===== src/rtl/conv_sa_out_deskew_pkg.sv =====
// Shared defaults and helpers for the systolic-array output deskew block.
package conv_sa_out_deskew_pkg;

  localparam int DEFAULT_P  = 4;
  localparam int DEFAULT_DW = 32;

  // Lane i lags lane 0 by i cycles, so it needs p-1-i cycles of delay to line up with the last lane.
  function automatic int lane_delay(input int p, input int lane);
    return p - 1 - lane;
  endfunction

endpackage


===== src/rtl/sa_out_fifo.sv =====
// First-word-fall-through row FIFO with registered almost-full and sticky overflow.
module sa_out_fifo #(
  parameter int WIDTH    = 256,
  parameter int DEPTH    = 16,
  parameter int AF_LEVEL = 10
) (
  input  logic             clk,
  input  logic             rst,
  input  logic             wr_en,
  input  logic [WIDTH-1:0] wr_data,
  output logic             rd_vld,
  input  logic             rd_rdy,
  output logic [WIDTH-1:0] rd_data,
  output logic             afull,
  output logic             ovf
);

  localparam int AW = $clog2(DEPTH);
  localparam int CW = AW + 1;

  logic [WIDTH-1:0] mem [DEPTH];
  logic [AW-1:0]    wr_ptr;
  logic [AW-1:0]    rd_ptr;
  logic [CW-1:0]    count;
  logic [CW-1:0]    count_nxt;
  logic             push;
  logic             pop;
  logic             afull_q;
  logic             ovf_q;

  assign rd_vld  = (count != '0);
  assign pop     = rd_vld && rd_rdy;
  // A full FIFO can still take a row when the head leaves in the same cycle.
  assign push    = wr_en && ((count < CW'(DEPTH)) || pop);
  assign rd_data = mem[rd_ptr];
  assign afull   = afull_q;
  assign ovf     = ovf_q;

  always_comb begin
    count_nxt = count;
    if (push && !pop) begin
      count_nxt = count + CW'(1);
    end else if (pop && !push) begin
      count_nxt = count - CW'(1);
    end
  end

  always_ff @(posedge clk) begin
    if (rst) begin
      wr_ptr  <= '0;
      rd_ptr  <= '0;
      count   <= '0;
      afull_q <= 1'b0;
      ovf_q   <= 1'b0;
    end else begin
      if (push) wr_ptr <= wr_ptr + AW'(1);
      if (pop)  rd_ptr <= rd_ptr + AW'(1);
      count   <= count_nxt;
      afull_q <= (count_nxt >= CW'(AF_LEVEL));
      if (wr_en && !push) ovf_q <= 1'b1;
    end
  end

  always_ff @(posedge clk) begin
    if (push) mem[wr_ptr] <= wr_data;
  end

endmodule


===== src/rtl/shift_reg.sv =====
// Fixed-length delay line; DELAY=0 is a plain wire, optional synchronous clear of all stages.
module shift_reg #(
  parameter int DELAY      = 1,
  parameter int DATA_WIDTH = 1,
  parameter bit USE_CLR    = 1'b0
) (
  input  logic                  clk,
  input  logic                  clr,
  input  logic [DATA_WIDTH-1:0] d,
  output logic [DATA_WIDTH-1:0] q
);

  if (DELAY == 0) begin : g_wire
    logic unused_clr;
    assign unused_clr = clr;
    assign q = d;
  end else begin : g_pipe
    logic [DATA_WIDTH-1:0] stage [DELAY];

    always_ff @(posedge clk) begin
      if (USE_CLR && clr) begin
        for (int k = 0; k < DELAY; k++) stage[k] <= '0;
      end else begin
        stage[0] <= d;
        for (int k = 1; k < DELAY; k++) stage[k] <= stage[k-1];
      end
    end

    assign q = stage[DELAY-1];
  end

endmodule


===== src/rtl/conv_sa_out_deskew.sv =====
// Realigns the staggered psum lanes of each array row and buffers whole rows for a valid/ready consumer.
module conv_sa_out_deskew
  import conv_sa_out_deskew_pkg::*;
#(
  parameter int P          = DEFAULT_P,
  parameter int DW         = DEFAULT_DW,
  parameter int FIFO_DEPTH = 16,
  parameter int AF_MARGIN  = P + 2
) (
  input  logic          clk,
  input  logic          rst,
  input  logic          in_vld,
  input  logic [P*DW-1:0] in_y1,
  input  logic [P*DW-1:0] in_y2,
  output logic          out_vld,
  input  logic          out_rdy,
  output logic [P*DW-1:0] out_y1,
  output logic [P*DW-1:0] out_y2,
  output logic          afull,
  output logic          ovf
);

  logic [P*DW-1:0]   y1_al;
  logic [P*DW-1:0]   y2_al;
  logic              wr_en;
  logic [2*P*DW-1:0] rd_data;

  for (genvar i = 0; i < P; i++) begin : g_lane
    shift_reg #(
      .DELAY      (lane_delay(P, i)),
      .DATA_WIDTH (DW),
      .USE_CLR    (1'b0)
    ) u_y1 (
      .clk (clk),
      .clr (1'b0),
      .d   (in_y1[i*DW +: DW]),
      .q   (y1_al[i*DW +: DW])
    );

    shift_reg #(
      .DELAY      (lane_delay(P, i)),
      .DATA_WIDTH (DW),
      .USE_CLR    (1'b0)
    ) u_y2 (
      .clk (clk),
      .clr (1'b0),
      .d   (in_y2[i*DW +: DW]),
      .q   (y2_al[i*DW +: DW])
    );
  end

  // Valid travels with lane 0 so it must be cleared on reset to drop rows still in flight.
  shift_reg #(
    .DELAY      (P - 1),
    .DATA_WIDTH (1),
    .USE_CLR    (1'b1)
  ) u_vld (
    .clk (clk),
    .clr (rst),
    .d   (in_vld),
    .q   (wr_en)
  );

  sa_out_fifo #(
    .WIDTH    (2 * P * DW),
    .DEPTH    (FIFO_DEPTH),
    .AF_LEVEL (FIFO_DEPTH - AF_MARGIN)
  ) u_fifo (
    .clk     (clk),
    .rst     (rst),
    .wr_en   (wr_en),
    .wr_data ({y2_al, y1_al}),
    .rd_vld  (out_vld),
    .rd_rdy  (out_rdy),
    .rd_data (rd_data),
    .afull   (afull),
    .ovf     (ovf)
  );

  assign out_y1 = rd_data[P*DW-1:0];
  assign out_y2 = rd_data[2*P*DW-1:P*DW];

endmodule


===== config.mk =====
export PLATFORM = sky130hd
export DESIGN_NAME = conv_sa_out_deskew
export DESIGN_NICKNAME = d
export VERILOG_FILES = /design/src/rtl/conv_sa_out_deskew_pkg.sv /design/src/rtl/sa_out_fifo.sv /design/src/rtl/shift_reg.sv /design/src/rtl/conv_sa_out_deskew.sv
export SDC_FILE = /design/constraint.sdc
export NUM_CORES = 2
export LEC_CHECK = 0
export CELL_PAD_IN_SITES_DETAIL_PLACEMENT = 1
export CELL_PAD_IN_SITES_GLOBAL_PLACEMENT = 1
export CORE_MARGIN = 3
export CORE_UTILIZATION = 40
export DETAILED_ROUTE_END_ITERATION = 6
export PLACE_DENSITY_LB_ADDON = 0.05
export SYNTH_ARGS = -nofsm -noshare
export SYNTH_HDL_FRONTEND = slang
export SYNTH_MEMORY_MAX_BITS = 65536
export SYNTH_SLANG_ARGS = --single-unit

===== constraint.sdc =====
create_clock -name clk -period 70.3 [get_ports clk]
set_clock_uncertainty 0.1 [all_clocks]
set_input_delay 17.575 -clock clk [delete_from_list [all_inputs] [get_ports clk]]
set_output_delay 17.575 -clock clk [all_outputs]
set_load 0.005 [all_outputs]

# Word level (Yosys, flattened, before mapping)
# Memories as Yosys holds them, arrays and structs flattened. A register that Yosys moved wholly into a read port is not among the register bits.
# Cells that the tools add are included.
# totals
out_inout_bits,259
n_memories,8
mem_bits_rw,4483
reg_bits,15
# memory_table
memory,depth,width,read_ports,rd_clocked_by_memory_dff,write_ports,line,rtl
u_fifo.mem,16,256,1,1,1,sa_out_fifo.sv:21,logic [WIDTH-1:0] mem [DEPTH];
g_lane[0].u_y1.g_pipe.stage,3,32,3,0,3,shift_reg.sv:18,logic [DATA_WIDTH-1:0] stage [DELAY];
g_lane[0].u_y2.g_pipe.stage,3,32,3,0,3,shift_reg.sv:18,
g_lane[1].u_y1.g_pipe.stage,2,32,2,0,2,shift_reg.sv:18,
g_lane[1].u_y2.g_pipe.stage,2,32,2,0,2,shift_reg.sv:18,
g_lane[2].u_y1.g_pipe.stage,1,32,1,0,1,shift_reg.sv:18,
2 more memories,-,-,-,-,-,-,
# op_classes
n_mux,12
bitwise_logic,3
magnitude_cmp,2
n_addsub,4
n_reduce_logical,9
# ops
operator,count
2-to-1 mux 5 bit,2
"adder 4 x 1 -> 4 bit, second input constant",2
2-to-1 mux 1 bit,8
2-to-1 mux 4 bit,2
"adder 5 x 1 -> 5 bit, second input constant",1
">= comparator 5 x 4 -> 1 bit, second input constant",1
logical AND 1 bit,5
"less-than comparator 5 bit, second input constant",1
nonzero test 5 bit,1
"subtractor 5 x 1 -> 5 bit, second input constant",1
OR 1 bit,3
zero test 1 bit,2
logical OR 1 bit,1

# Depth between registers and ports, before layout
# depth
ltp_word,9
ltp_mapped,8
ltp_nobuf,8

# Modules after synthesis
# Synthesis repeated with hierarchy kept, for this count alone.
# unflattened
cells_unflattened,6671
area_unflattened_um2,164002.3
# modules_own_cells
module,area_each_um2,seq_area_each_um2,n_inst,cells_per_inst
sa_out_fifo,154791.0,123378.3,1,6088
shift_reg (g_lane[0].u_y1 ...),2162.1,1921.8,2,128
shift_reg (g_lane[1].u_y1 ...),1521.5,1281.2,2,96
shift_reg (g_lane[2].u_y1 ...),640.6,640.6,2,32
shift_reg (g_lane[3].u_y1 ...),240.2,0.0,2,32
shift_reg (u_vld),78.8,60.1,1,6
conv_sa_out_deskew,3.8,0.0,1,1

# Worst setup path after synthesis
# Ideal clock, no wire load.
# synth_timing
path_type,in2reg
from,in out_rdy
to,"mem u_fifo.mem[3][0], enable pin"
arrival_time_ps,35474
path_slack_ps,33541
required_ps,69015
path_buffers,0
stages,4
path_cell_list,inv_1 > a21oi_1 > nand2_1 > nor3_1
# synth_between
elab_chain_len,5
# synth_lines
element,line,rtl
"start, declared",conv_sa_out_deskew.sv:16,"input logic out_rdy,"
logical AND 1 bit,sa_out_fifo.sv:32,assign pop = rd_vld && rd_rdy;
logical OR 1 bit,sa_out_fifo.sv:34,assign push = wr_en && ((count < CW'(DEPTH)) || pop);
logical AND 1 bit,sa_out_fifo.sv:34,
2-to-1 mux 1 bit,sa_out_fifo.sv:65,if (push) mem[wr_ptr] <= wr_data;
2-to-1 mux 1 bit (not written as such),sa_out_fifo.sv:65,
"end, declared",sa_out_fifo.sv:21,
# No other way between the ends.

==> flow_metrics.tcl <==
set metrics [dict create \
    portBuffers 518 \
    drcViolationCount 0 \
    final_cell_mix "4096 x edfxtp_1, 1192 x mux4_2, 518 x clkdlybuf4s50_1" \
    ys_seq_elements 4502 \
    die-area_mm2 0.414 \
    hold_path.class "reg2reg" \
    maxSlewHeadroom 0.222 \
    critPathMaxFanout 54 \
    pwr-share-clk 0.403 \
    cts_root_buffer "clkbuf_16" \
    fin_crit_sh 0.340 \
    setup.worst_path.class "reg2out" \
    wl_per_cell_um 31.6 \
    leakage_nw 57.9 \
    ys_async_sr_fraction 0 \
    cpMaxStageDelayCell "dfxtp_4" \
    clk-insertion-delay-late_ns 0.97 \
    hold_viol 0 \
    ys_seq_area_frac 0.806 \
    yosysUniqueCellTypes 37 \
    critPathMaxStageDelay_ns 0.84 \
    synth-edff-count 4096 \
    drv_slew 0 \
    power_per_cell_area_mw_per_mm2 32.9 \
    crit_chain "buf_4 -> buf_4 -> buf_4 -> buf_4 -> mux4_2 -> nor2b_1 -> a211oi_1 -> a21oi_1 -> clkdlybuf4s50_1" \
    grt_pass1_wl_um 594000 \
    cp_data_required_time_ns 52.62 \
    wl_um 415000 \
    internal-power_mw 4.86 \
    synthTopCellsByArea "edfxtp_1 76%, mux4_2 17%, dfxtp_1 5.0%" \
    antenna_found_initial 44 \
    cts.sinks 4502 \
    swShare 0.226 \
    htree_levels 5 \
    syn_area_per_cell_um2 25.1 \
    grt_max_degree 126 \
    syn_nets 6740 \
    track_usage 0.199 \
    initial_utilization 0.403 \
    yosysWarnings 0 \
    tightest_slew_ns 1.17 \
    dpl.hpwl_um 208000 \
    holdWs_ns 0.196 \
    post_cts_buffers 0 \
    report.final.setup_viol 0 \
    path_common_cell "buf_4" \
    avgViaCountPerCell 5.45 \
    core_area_mm2 0.404 \
    dr_total_vias 71635 \
    synth_area_leader_cell "edfxtp_1" \
    layout-drive-gt1-share 0.269 \
    critical_path_arrival_ns 6.26 \
    endpoint_kind "output port" \
    drt_iter0_markers 5174 \
    synth_top_area_frac 0.756 \
    netlist_area_mm2 0.163 \
    holdBufCountCts 0 \
    dpl.cell_count 12219 \
    nNetsFinal 7566 \
    critPathTopFamily "buffers and inverters" \
    rsz0062_at_grt "false" \
    grt_pass1_vias 79409 \
    combPwrFrac 0.124 \
    cts_buffers 483 \
    cts_resized 0 \
    worst-path-buf-inv 5 \
    ir_worst_vdd_v 0.0000296 \
    gp_congestion 0.700 \
    stdcell_count 13145 \
    fp-row-count 233 \
    io_pins 519 \
    p_sw_mw 1.42 \
    clk_pin_slew_ns 0.06 \
    status "finished, final reports clean" \
    start_kind "flop" \
    grt_overflow 0 \
    fin_crit_ns 23.93 \
    netlist_instances 6473 \
    finalSetupTns_ns 0 \
    antenna_left 0 \
    die_width_um 644 \
    drt_pre_antenna_iters 5 \
    area_delta_synth_final_pct 17.2 \
    cts_tree "built" \
    max-cap-violations 0 \
    final_common_cell "edfxtp_1" \
    cts.path.max_buffers 4 \
    fmax_mhz 41.8 \
    synth_ff_type "edfxtp_1" \
    die_h_um 644 \
    p_seq_frac 0.473 \
]
-- flip-flops by register name (all words and copies together), names as in the netlist, named ones only --
signal and cells:
u_vld.g_pipe.stage 3, g_lane.u_y2.g_pipe.stage 192, u_fifo.ovf 1, g_lane.u_y1.g_pipe.stage 192
u_fifo.wr_ptr 4, u_fifo.count 5, u_fifo.rd_ptr 4, u_fifo.afull 1
u_fifo.mem 4096
-- area by class of cell --
type / count / area [um2]
Clock buffer: 665 / 13400
Fill cell: 35249 / 213000
Timing Repair Buffer: 662 / 6650
Tap cell: 5405 / 6760
Multi-Input combinational cell: 1642 / 30100
Inverter: 8 / 30.0
Clock inverter: 248 / 2520
Sequential cell: 4502 / 131000
Antenna cell: 13 / 32.5
-- worst paths after layout --
path                                              startpoint  cells after the start                                    endpoint  slack [ns]
hold reg to reg   g_lane[0].u_y1.g_pipe.stage[0][16]$_DFF_P_                      0  g_lane[0].u_y1.g_pipe.stage[0][48]$_DFF_P_        0.20
setup reg to reg         u_vld.g_pipe.stage[0][2]$_SDFF_PP0_                      8                u_fifo.mem[3][141]$_DFFE_PP_       64.47
setup / recovery                                        flop                      9                                  out_y2[37]       46.37
hold / removal    g_lane[0].u_y1.g_pipe.stage[0][16]$_DFF_P_                      0  g_lane[0].u_y1.g_pipe.stage[0][48]$_DFF_P_        0.20
-- power by group through the flow --
stage / Clock, mW / Combinational [mW] / Sequential (mW)
final: 2.52 / 0.777 / 2.97
after floorplan: 0 / 0.545 / 3.01
after CTS: 2.60 / 0.809 / 2.97
after detailed placement: 0 / 0.806 / 3.03
after global routing: 2.71 / 0.843 / 2.97
after global placement: 0 / 0.806 / 3.02
-- metal layers --
metal | share of wire | track usage | wire [um] | vias to the layer above
met1 | 0.42 | 0.260 | 173000 | 40085
met4 | 0.025 | 0.0509 | 10200 | 10
li1 | - | - | - | 29518
met5 | 0.00018 | 0 | 74 | -
met3 | 0.040 | 0.0301 | 16500 | 623
met2 | 0.52 | 0.349 | 215000 | 1399
-- synth_stat cells, types with 2 or more instances --
master and number:
edfxtp_1 4096, mux4_2 1192, dfxtp_1 406, clkbuf_1 142, buf_2 112, a21oi_1 93, nor2b_1 92, mux2i_1 89
a211oi_1 88, buf_1 43, nor2_1 26, buf_4 13, buf_6 11, nand2_1 11, inv_1 8, ha_1 7
a31oi_1 5, nor3_1 5, nand2b_1 4, nand3_1 4, xor2_1 4, a32oi_1 2, nand3b_1 2, nand4_1 2
o21a_1 2, o21ai_0 2, xnor2_1 2
-- cell families after synthesis --
family	count (synthesis)	share of synthesized area
buf+inv	329	0.00926
compound gates	195	0.00753
flops	4502	0.806
simple gates	153	0.00532
mux	1281	0.171
xor+xnor	6	0.000323
fa+ha+maj	7	0.000539
-- metrics by stage --
| stage | utilization | cell area, um2 | setup WS (ns) | power (mW) |
|---|---|---|---|---|
| finish | 0.472 | 191000 | 46.37 | 6.27 |
| global route | 0.472 | 191000 | 45.98 | 6.52 |
| CTS | 0.472 | 191000 | 46.12 | 6.38 |
| detailed placement | 0.433 | 175000 | 46.37 | 3.83 |
| global placement | 0.433 | 175000 | 46.30 | 3.83 |
| floorplan | - | 163000 | 33.54 | 3.55 |
No activity file was read; power rests on OpenSTA's default activity.
